==> config.mk <==
export PLATFORM = sky130hd
export DESIGN_NAME = io_responder_flat
export DESIGN_NICKNAME = d
export VERILOG_FILES = /design/src/rtl/io_responder_if.sv /design/src/rtl/io_responder.sv /design/src/flat_wrapper.sv
export SDC_FILE = /design/constraint.sdc
export NUM_CORES = 1
export LEC_CHECK = 0
export BUFFER_PORTS_ARGS = -buffer_cell sky130_fd_sc_hd__buf_4
export CAP_MARGIN = 40
export CORE_UTILIZATION = 55
export CTS_CLUSTER_DIAMETER = 60
export CTS_CLUSTER_SIZE = 10
export DETAILED_ROUTE_END_ITERATION = 16
export MAX_ROUTING_LAYER = met4
export PLACE_DENSITY = 0.77
export SETUP_SLACK_MARGIN = 0.3
export SYNTH_ARGS = -nofsm -noshare
export SYNTH_HDL_FRONTEND = slang
export SYNTH_SLANG_ARGS = --single-unit
==> constraint.sdc <==
create_clock -name clk -period 2.7 [get_ports clk]
set_clock_uncertainty 0.05 [all_clocks]
set_input_delay 0.54 -clock clk [delete_from_list [all_inputs] [get_ports clk]]
set_output_delay 0.54 -clock clk [all_outputs]
set_load 0.02 [all_outputs]
==> src/rtl/io_responder_if.sv <==
// Bus bundle between the control unit / external device and io_responder.
// master = environment (CPU strobes, external producer/consumer), slave = responder.
interface io_responder_if #(
  parameter int DATA_W = 16,
  parameter int ADDR_W = 4
);
  logic              ioe;
  logic              io_wr;
  logic [ADDR_W-1:0] io_addr;
  logic [DATA_W-1:0] io_wdata;
  logic [DATA_W-1:0] io_rdata;
  logic              intreq;
  logic              irq_out;
  logic [ADDR_W-1:0] irq_vec;
  logic              irq_ack;
  logic [DATA_W-1:0] ext_in_data;
  logic              ext_in_valid;
  logic              ext_in_ready;
  logic [DATA_W-1:0] ext_out_data;
  logic              ext_out_valid;
  logic              ext_out_ready;
  logic [DATA_W-1:0] gpo;

  modport master (
    output ioe, io_wr, io_addr, io_wdata, intreq, irq_ack,
           ext_in_data, ext_in_valid, ext_out_ready,
    input  io_rdata, irq_out, irq_vec, ext_in_ready,
           ext_out_data, ext_out_valid, gpo
  );

  modport slave (
    input  ioe, io_wr, io_addr, io_wdata, intreq, irq_ack,
           ext_in_data, ext_in_valid, ext_out_ready,
    output io_rdata, irq_out, irq_vec, ext_in_ready,
           ext_out_data, ext_out_valid, gpo
  );
endinterface

==> src/rtl/io_responder.sv <==
// io_responder: peripheral side of the CPU IN/OUT/INT sequence.
// RX/TX FIFOs toward an external device, GPO register, status word with
// read-to-clear sticky bits, and a held interrupt line with latched vector.

// Small synchronous FIFO. Push is refused when full and pop ignored when
// empty, both judged on the state before the edge, so a simultaneous pop
// never makes room for a push into a full FIFO.
module io_responder_fifo #(
  parameter int DATA_W = 16,
  parameter int DEPTH  = 4
) (
  input  logic              clk,
  input  logic              i_init,
  input  logic              i_push,
  input  logic [DATA_W-1:0] i_wdata,
  input  logic              i_pop,
  output logic [DATA_W-1:0] o_head,
  output logic              o_empty,
  output logic              o_full
);
  localparam int PW = $clog2(DEPTH);

  logic [DEPTH-1:0][DATA_W-1:0] r_mem;
  logic [PW-1:0]                r_wp;
  logic [PW-1:0]                r_rp;
  logic [PW:0]                  r_cnt;
  logic                         w_push;
  logic                         w_pop;

  assign o_empty = (r_cnt == '0);
  assign o_full  = (r_cnt == (PW+1)'(DEPTH));
  assign w_push  = i_push && !o_full;
  assign w_pop   = i_pop && !o_empty;
  // Head reads as zero when empty so the consumer never sees stale data.
  assign o_head  = o_empty ? '0 : r_mem[r_rp];

  // Storage write; contents need no reset since count gates visibility.
  always_ff @(posedge clk) begin
    if (w_push) r_mem[r_wp] <= i_wdata;
  end

  // Pointers wrap naturally (power-of-two depth); count tracks occupancy.
  always_ff @(posedge clk) begin
    if (i_init) begin
      r_wp  <= '0;
      r_rp  <= '0;
      r_cnt <= '0;
    end else begin
      if (w_push) r_wp <= r_wp + PW'(1);
      if (w_pop)  r_rp <= r_rp + PW'(1);
      case ({w_push, w_pop})
        2'b10:   r_cnt <= r_cnt + (PW+1)'(1);
        2'b01:   r_cnt <= r_cnt - (PW+1)'(1);
        default: r_cnt <= r_cnt;
      endcase
    end
  end
endmodule

module io_responder #(
  parameter int DATA_W     = 16,
  parameter int ADDR_W     = 4,
  parameter int FIFO_DEPTH = 4
) (
  input logic           clk,
  input logic           init,
  io_responder_if.slave bus
);
  localparam logic [1:0]        A_DATA   = 2'd0;
  localparam logic [1:0]        A_STATUS = 2'd1;
  localparam logic [1:0]        A_GPO    = 2'd2;
  localparam logic [1:0]        A_ID     = 2'd3;
  localparam logic [DATA_W-1:0] L_ID     = DATA_W'(16'h1D01);

  logic [DATA_W-1:0] r_rdata;
  logic [DATA_W-1:0] r_gpo;
  logic              r_irq_out;
  logic [ADDR_W-1:0] r_irq_vec;
  // {irq_overrun, tx_overflow, rx_underflow}
  logic [2:0]        r_sticky;

  logic              w_in;
  logic              w_out;
  logic              w_addr_ok;
  logic [1:0]        w_sel;
  logic              w_rx_rd;
  logic              w_tx_wr;
  logic              w_stat_rd;
  logic              w_gpo_wr;
  logic [DATA_W-1:0] w_rx_head;
  logic              w_rx_empty;
  logic              w_rx_full;
  logic [DATA_W-1:0] w_tx_head;
  logic              w_tx_empty;
  logic              w_tx_full;
  logic [2:0]        w_set;
  logic [DATA_W-1:0] w_status;
  logic [DATA_W-1:0] w_rd_val;

  // Strobe decode; only addresses 0..3 select anything.
  assign w_in      = bus.ioe && !bus.io_wr;
  assign w_out     = bus.ioe && bus.io_wr;
  assign w_addr_ok = ((bus.io_addr >> 2) == '0);
  assign w_sel     = bus.io_addr[1:0];
  assign w_rx_rd   = w_in  && w_addr_ok && (w_sel == A_DATA);
  assign w_stat_rd = w_in  && w_addr_ok && (w_sel == A_STATUS);
  assign w_tx_wr   = w_out && w_addr_ok && (w_sel == A_DATA);
  assign w_gpo_wr  = w_out && w_addr_ok && (w_sel == A_GPO);

  io_responder_fifo #(.DATA_W(DATA_W), .DEPTH(FIFO_DEPTH)) u_rx (
    .clk     (clk),
    .i_init  (init),
    .i_push  (bus.ext_in_valid),
    .i_wdata (bus.ext_in_data),
    .i_pop   (w_rx_rd),
    .o_head  (w_rx_head),
    .o_empty (w_rx_empty),
    .o_full  (w_rx_full)
  );

  io_responder_fifo #(.DATA_W(DATA_W), .DEPTH(FIFO_DEPTH)) u_tx (
    .clk     (clk),
    .i_init  (init),
    .i_push  (w_tx_wr),
    .i_wdata (bus.io_wdata),
    .i_pop   (bus.ext_out_ready),
    .o_head  (w_tx_head),
    .o_empty (w_tx_empty),
    .o_full  (w_tx_full)
  );

  // Sticky set events: empty-RX read, full-TX write, INT while pending.
  assign w_set = {bus.intreq && r_irq_out,
                  w_tx_wr && w_tx_full,
                  w_rx_rd && w_rx_empty};

  assign w_status = DATA_W'({r_sticky, r_irq_out, w_tx_full, w_tx_empty,
                             w_rx_full, w_rx_empty});

  // IN data mux; an empty RX head is already zero.
  always_comb begin
    w_rd_val = '0;
    if (w_addr_ok) begin
      case (w_sel)
        A_DATA:   w_rd_val = w_rx_head;
        A_STATUS: w_rd_val = w_status;
        A_GPO:    w_rd_val = r_gpo;
        A_ID:     w_rd_val = L_ID;
        default:  w_rd_val = '0;
      endcase
    end
  end

  // IN result register; holds until the next IN.
  always_ff @(posedge clk) begin
    if (init)      r_rdata <= '0;
    else if (w_in) r_rdata <= w_rd_val;
  end

  // General-purpose output register.
  always_ff @(posedge clk) begin
    if (init)          r_gpo <= '0;
    else if (w_gpo_wr) r_gpo <= bus.io_wdata;
  end

  // Sticky bits: a STATUS read clears, but a same-cycle set wins.
  always_ff @(posedge clk) begin
    if (init) r_sticky <= '0;
    else      r_sticky <= (r_sticky & ~{3{w_stat_rd}}) | w_set;
  end

  // Interrupt line: request wins over acknowledge; vector holds on ack.
  always_ff @(posedge clk) begin
    if (init) begin
      r_irq_out <= 1'b0;
      r_irq_vec <= '0;
    end else if (bus.intreq) begin
      r_irq_out <= 1'b1;
      r_irq_vec <= bus.io_addr;
    end else if (bus.irq_ack && r_irq_out) begin
      r_irq_out <= 1'b0;
    end
  end

  assign bus.io_rdata      = r_rdata;
  assign bus.gpo           = r_gpo;
  assign bus.irq_out       = r_irq_out;
  assign bus.irq_vec       = r_irq_vec;
  assign bus.ext_in_ready  = !w_rx_full;
  assign bus.ext_out_valid = !w_tx_empty;
  assign bus.ext_out_data  = w_tx_head;
endmodule
==> src/flat_wrapper.sv <==
// flat-port wrapper written by rule: the top's interface ports become plain ports
module io_responder_flat 
#(
  parameter int DATA_W     = 16,
  parameter int ADDR_W     = 4,
  parameter int FIFO_DEPTH = 4
)
  (clk, init, bus_ioe, bus_io_wr, bus_io_addr, bus_io_wdata, bus_intreq, bus_irq_ack, bus_ext_in_data, bus_ext_in_valid, bus_ext_out_ready, bus_io_rdata, bus_irq_out, bus_irq_vec, bus_ext_in_ready, bus_ext_out_data, bus_ext_out_valid, bus_gpo);
  io_responder_if #(.DATA_W(DATA_W), .ADDR_W(ADDR_W)) bus_i ();
  input logic clk;
  input logic init;
  input wire logic [$bits(bus_i.ioe)-1:0] bus_ioe;
  input wire logic [$bits(bus_i.io_wr)-1:0] bus_io_wr;
  input wire logic [$bits(bus_i.io_addr)-1:0] bus_io_addr;
  input wire logic [$bits(bus_i.io_wdata)-1:0] bus_io_wdata;
  input wire logic [$bits(bus_i.intreq)-1:0] bus_intreq;
  input wire logic [$bits(bus_i.irq_ack)-1:0] bus_irq_ack;
  input wire logic [$bits(bus_i.ext_in_data)-1:0] bus_ext_in_data;
  input wire logic [$bits(bus_i.ext_in_valid)-1:0] bus_ext_in_valid;
  input wire logic [$bits(bus_i.ext_out_ready)-1:0] bus_ext_out_ready;
  output wire logic [$bits(bus_i.io_rdata)-1:0] bus_io_rdata;
  output wire logic [$bits(bus_i.irq_out)-1:0] bus_irq_out;
  output wire logic [$bits(bus_i.irq_vec)-1:0] bus_irq_vec;
  output wire logic [$bits(bus_i.ext_in_ready)-1:0] bus_ext_in_ready;
  output wire logic [$bits(bus_i.ext_out_data)-1:0] bus_ext_out_data;
  output wire logic [$bits(bus_i.ext_out_valid)-1:0] bus_ext_out_valid;
  output wire logic [$bits(bus_i.gpo)-1:0] bus_gpo;
  assign bus_i.ioe = bus_ioe;
  assign bus_i.io_wr = bus_io_wr;
  assign bus_i.io_addr = bus_io_addr;
  assign bus_i.io_wdata = bus_io_wdata;
  assign bus_i.intreq = bus_intreq;
  assign bus_i.irq_ack = bus_irq_ack;
  assign bus_i.ext_in_data = bus_ext_in_data;
  assign bus_i.ext_in_valid = bus_ext_in_valid;
  assign bus_i.ext_out_ready = bus_ext_out_ready;
  assign bus_io_rdata = bus_i.io_rdata;
  assign bus_irq_out = bus_i.irq_out;
  assign bus_irq_vec = bus_i.irq_vec;
  assign bus_ext_in_ready = bus_i.ext_in_ready;
  assign bus_ext_out_data = bus_i.ext_out_data;
  assign bus_ext_out_valid = bus_i.ext_out_valid;
  assign bus_gpo = bus_i.gpo;
  io_responder #(.DATA_W(DATA_W), .ADDR_W(ADDR_W), .FIFO_DEPTH(FIFO_DEPTH)) u_core (.clk(clk), .init(init), .bus(bus_i));
endmodule
==> results.ini <==
[power_and_ir_drop]
p_comb_share_pct=5.7
seq_power_share_pct=51.4
ir_worst_vdd_v=0.000532
p_leak_nw=3.35
clock_power_share_pct=42.9
switching_share_pct=20.5
p_sw_mw=1.23
powerDensity_nw_per_um2=673
totalPowerFinal_mw=6.01
internal_power_mw=4.78

[global_route]
grt.total_usage_pct=23.9
grt_max_degree=50
grt_pass1_vias=4295
grt_pass1_wl_um=22600
grt_overflow=0
antenna_found_initial=0

[outcome]
status=finished clean

[floorplan]
die_h_um=117
ios=99
rows=41
core_um2=12700
die_area_um2=13600
die_w_um=117
initial_core_util_pct=56.9

[clock_network]
cts_buffer_depth=2
clock_latency_ps=420
htree_levels=4
numClockSinks=182
clkSlewWorstSetupHoldPaths_ps=60
clockRootBuffer=clkbuf_16
cts_buffers=17
cts_tree=built

[logic_synthesis]
postSynth.asyncResetShare_pct=0
synth_area_um2=7240
synth_edf_count=128
ys_types=41
synth.most_common_cell=edfxtp_1
synthTopCellsByArea=edfxtp_1, dfxtp_1, mux4_2
postSynthCellCount=464
yosysTopAreaCell=edfxtp_1
ys_warn_count=0
synth_common_cells=edfxtp_1, dfxtp_1, nor2_1
ys_seq_area_share_pct=68.0
synth.top_cell.area_share_pct=53.1
synth_seq_cells=182
synth_nets=520
synth_ff_type=edfxtp_1
avgSynthCellArea_um2=15.6

[setup_path]
crit_required_ps=2110
worstPathMaxFanout=7
path_cells=buf_8 > mux4_2 > and2_1 > buf_4
critical_path_class=flip-flop to output pin
critPathCaptureType=output pin
start_kind=flip-flop
crit_slowest_cell=mux4_2
worst_path_largest_cell_delay_ps=490
crit_arrival_ps=1760

[layout]
final_area_um2=8930
diodes=0
area_growth_pct=23.3
nets=634
drive_gt1_share_pct=34.0
final.fill_count=888

[sta]
setup_ws_ps=345
tightest_slew_ps=673
holdWs_ps=266
tns_ps=0
slew_headroom_pct=55.1
fmax_ghz=0.425
setup_violations=0
hold_violations=0
rsz0062_at_grt=yes
final.period_utilization_pct=87.2
finalCriticalPeriod_ps=2350
maxSlewViolCount=0

[place]
placed_area_um2=8240
routabilityCongestion=0.858
io_buffer_count=98
post-place-ws_ps=162
hpwl_um=10100

[routing]
post_drt_wl_per_cell_um=19.3
ant_nets=0
dr.pass1.iters=6
wirelength_um=14700
drc=0
vias=4262
drtIter0Drc=317
viasPerCell=5.59

[min_path]
hold_class=primary input to flip-flop

[job]
max_cap_violations=0

per-stage QoR:
stage               instances  utilization [%]
CTS                       762             69.8
finish                    763             70.2
floorplan                 464                -
detailed placement        729             64.7
global route              763             70.2
global placement          729             64.7
cells in the final DEF (no fill, tap or decap), types with 13 or more instances in the layout:
master / count
clkbuf_16: 18
buf_4: 118
nand2_1: 13
mux2i_1: 22
nor2_1: 44
dfxtp_1: 48
edfxtp_1: 128
mux4_2: 32
and2_1: 23
a21oi_1: 15
kinds of logic after synthesis:
group / share of synthesized area, %
buffers and inverters: 2.21
AND/OR/NAND/NOR: 8.87
flip-flops: 68.0
multiplexers: 13.0
XOR/XNOR: 1.21
AO/OA/AOI/OAI: 4.37
adder cells (fa/ha/maj): 2.28
area by class of cell:
cell class                      count  area, um2  area share [%]
Clock inverter                      9        139            1.56
Clock buffer                       23        489            5.48
Tap cell                          172        215            2.41
Multi-Input combinational cell    245       2170            24.3
Inverter                           11       41.3           0.463
Timing Repair Buffer              121        932            10.4
Sequential cell                   182       4940            55.3
flip-flops by register name, summed over array words and instances (netlist names):
signal,flops
u_core.u_rx.r_mem,64
u_core.u_tx.r_mem,64
u_core.bus.gpo,16
u_core.bus.io_rdata,16
u_core.bus.irq_vec,4
u_core.r_sticky,3
u_core.u_rx.r_cnt,3
u_core.u_tx.r_cnt,3
u_core.u_rx.r_rp,2
u_core.u_rx.r_wp,2
u_core.u_tx.r_rp,2
u_core.u_tx.r_wp,2
u_core.bus.irq_out,1
critical path: cells and delay by family, from the launching register on:
family	cells	cell delay, ps
mux	1	490
flops	1	370
buf+inv	2	300
simple gates	1	180
layer usage:
| layer | wire length (um) | GRT usage [%] |
|---|---|---|
| met5 | 0 | - |
| met4 | 237 | 8.86 |
| met3 | 690 | 4.67 |
| met2 | 7820 | 41.2 |
| met1 | 5960 | 28.0 |
power by group through the flow:
stage | sequential [mW] | combinational (mW) | clock [mW]
6_report | 3.08 | 0.342 | 2.58
2_1_floorplan | 3.15 | 0.168 | 0
4_1_cts | 3.08 | 0.342 | 2.61
3_5_place_dp | 3.14 | 0.337 | 0
3_3_place_gp | 3.14 | 0.326 | 0
5_1_grt | 3.09 | 0.370 | 2.72
repair_timing:
item,in CTS,in global routing
gates resized for setup,4,14
setup buffers,1,1
setup endpoints to repair,16,16
pin swaps,0,0
hold buffers,0,0
path summary, 6_finish.rpt:
| path | startpoint | to | slack [ps] | depth (start not counted) |
|---|---|---|---|---|
| max | u_core.u_tx.r_rp[0]$_SDFFE_PP0P_ | bus_ext_out_data[13] | 350 | 4 |
| min | bus_ext_in_data[14] | u_core.u_rx.r_mem[46]$_DFFE_PP_ | 270 | 1 |
| max reg2reg | u_core.u_tx.r_cnt[0]$_SDFFE_PP0P_ | u_core.u_tx.r_cnt[2]$_SDFFE_PP0P_ | 390 | 9 |
| min reg2reg | u_core.r_sticky[1]$_SDFF_PP0_ | u_core.r_sticky[1]$_SDFF_PP0_ | 430 | 2 |
(Power assumes the default switching activity.)
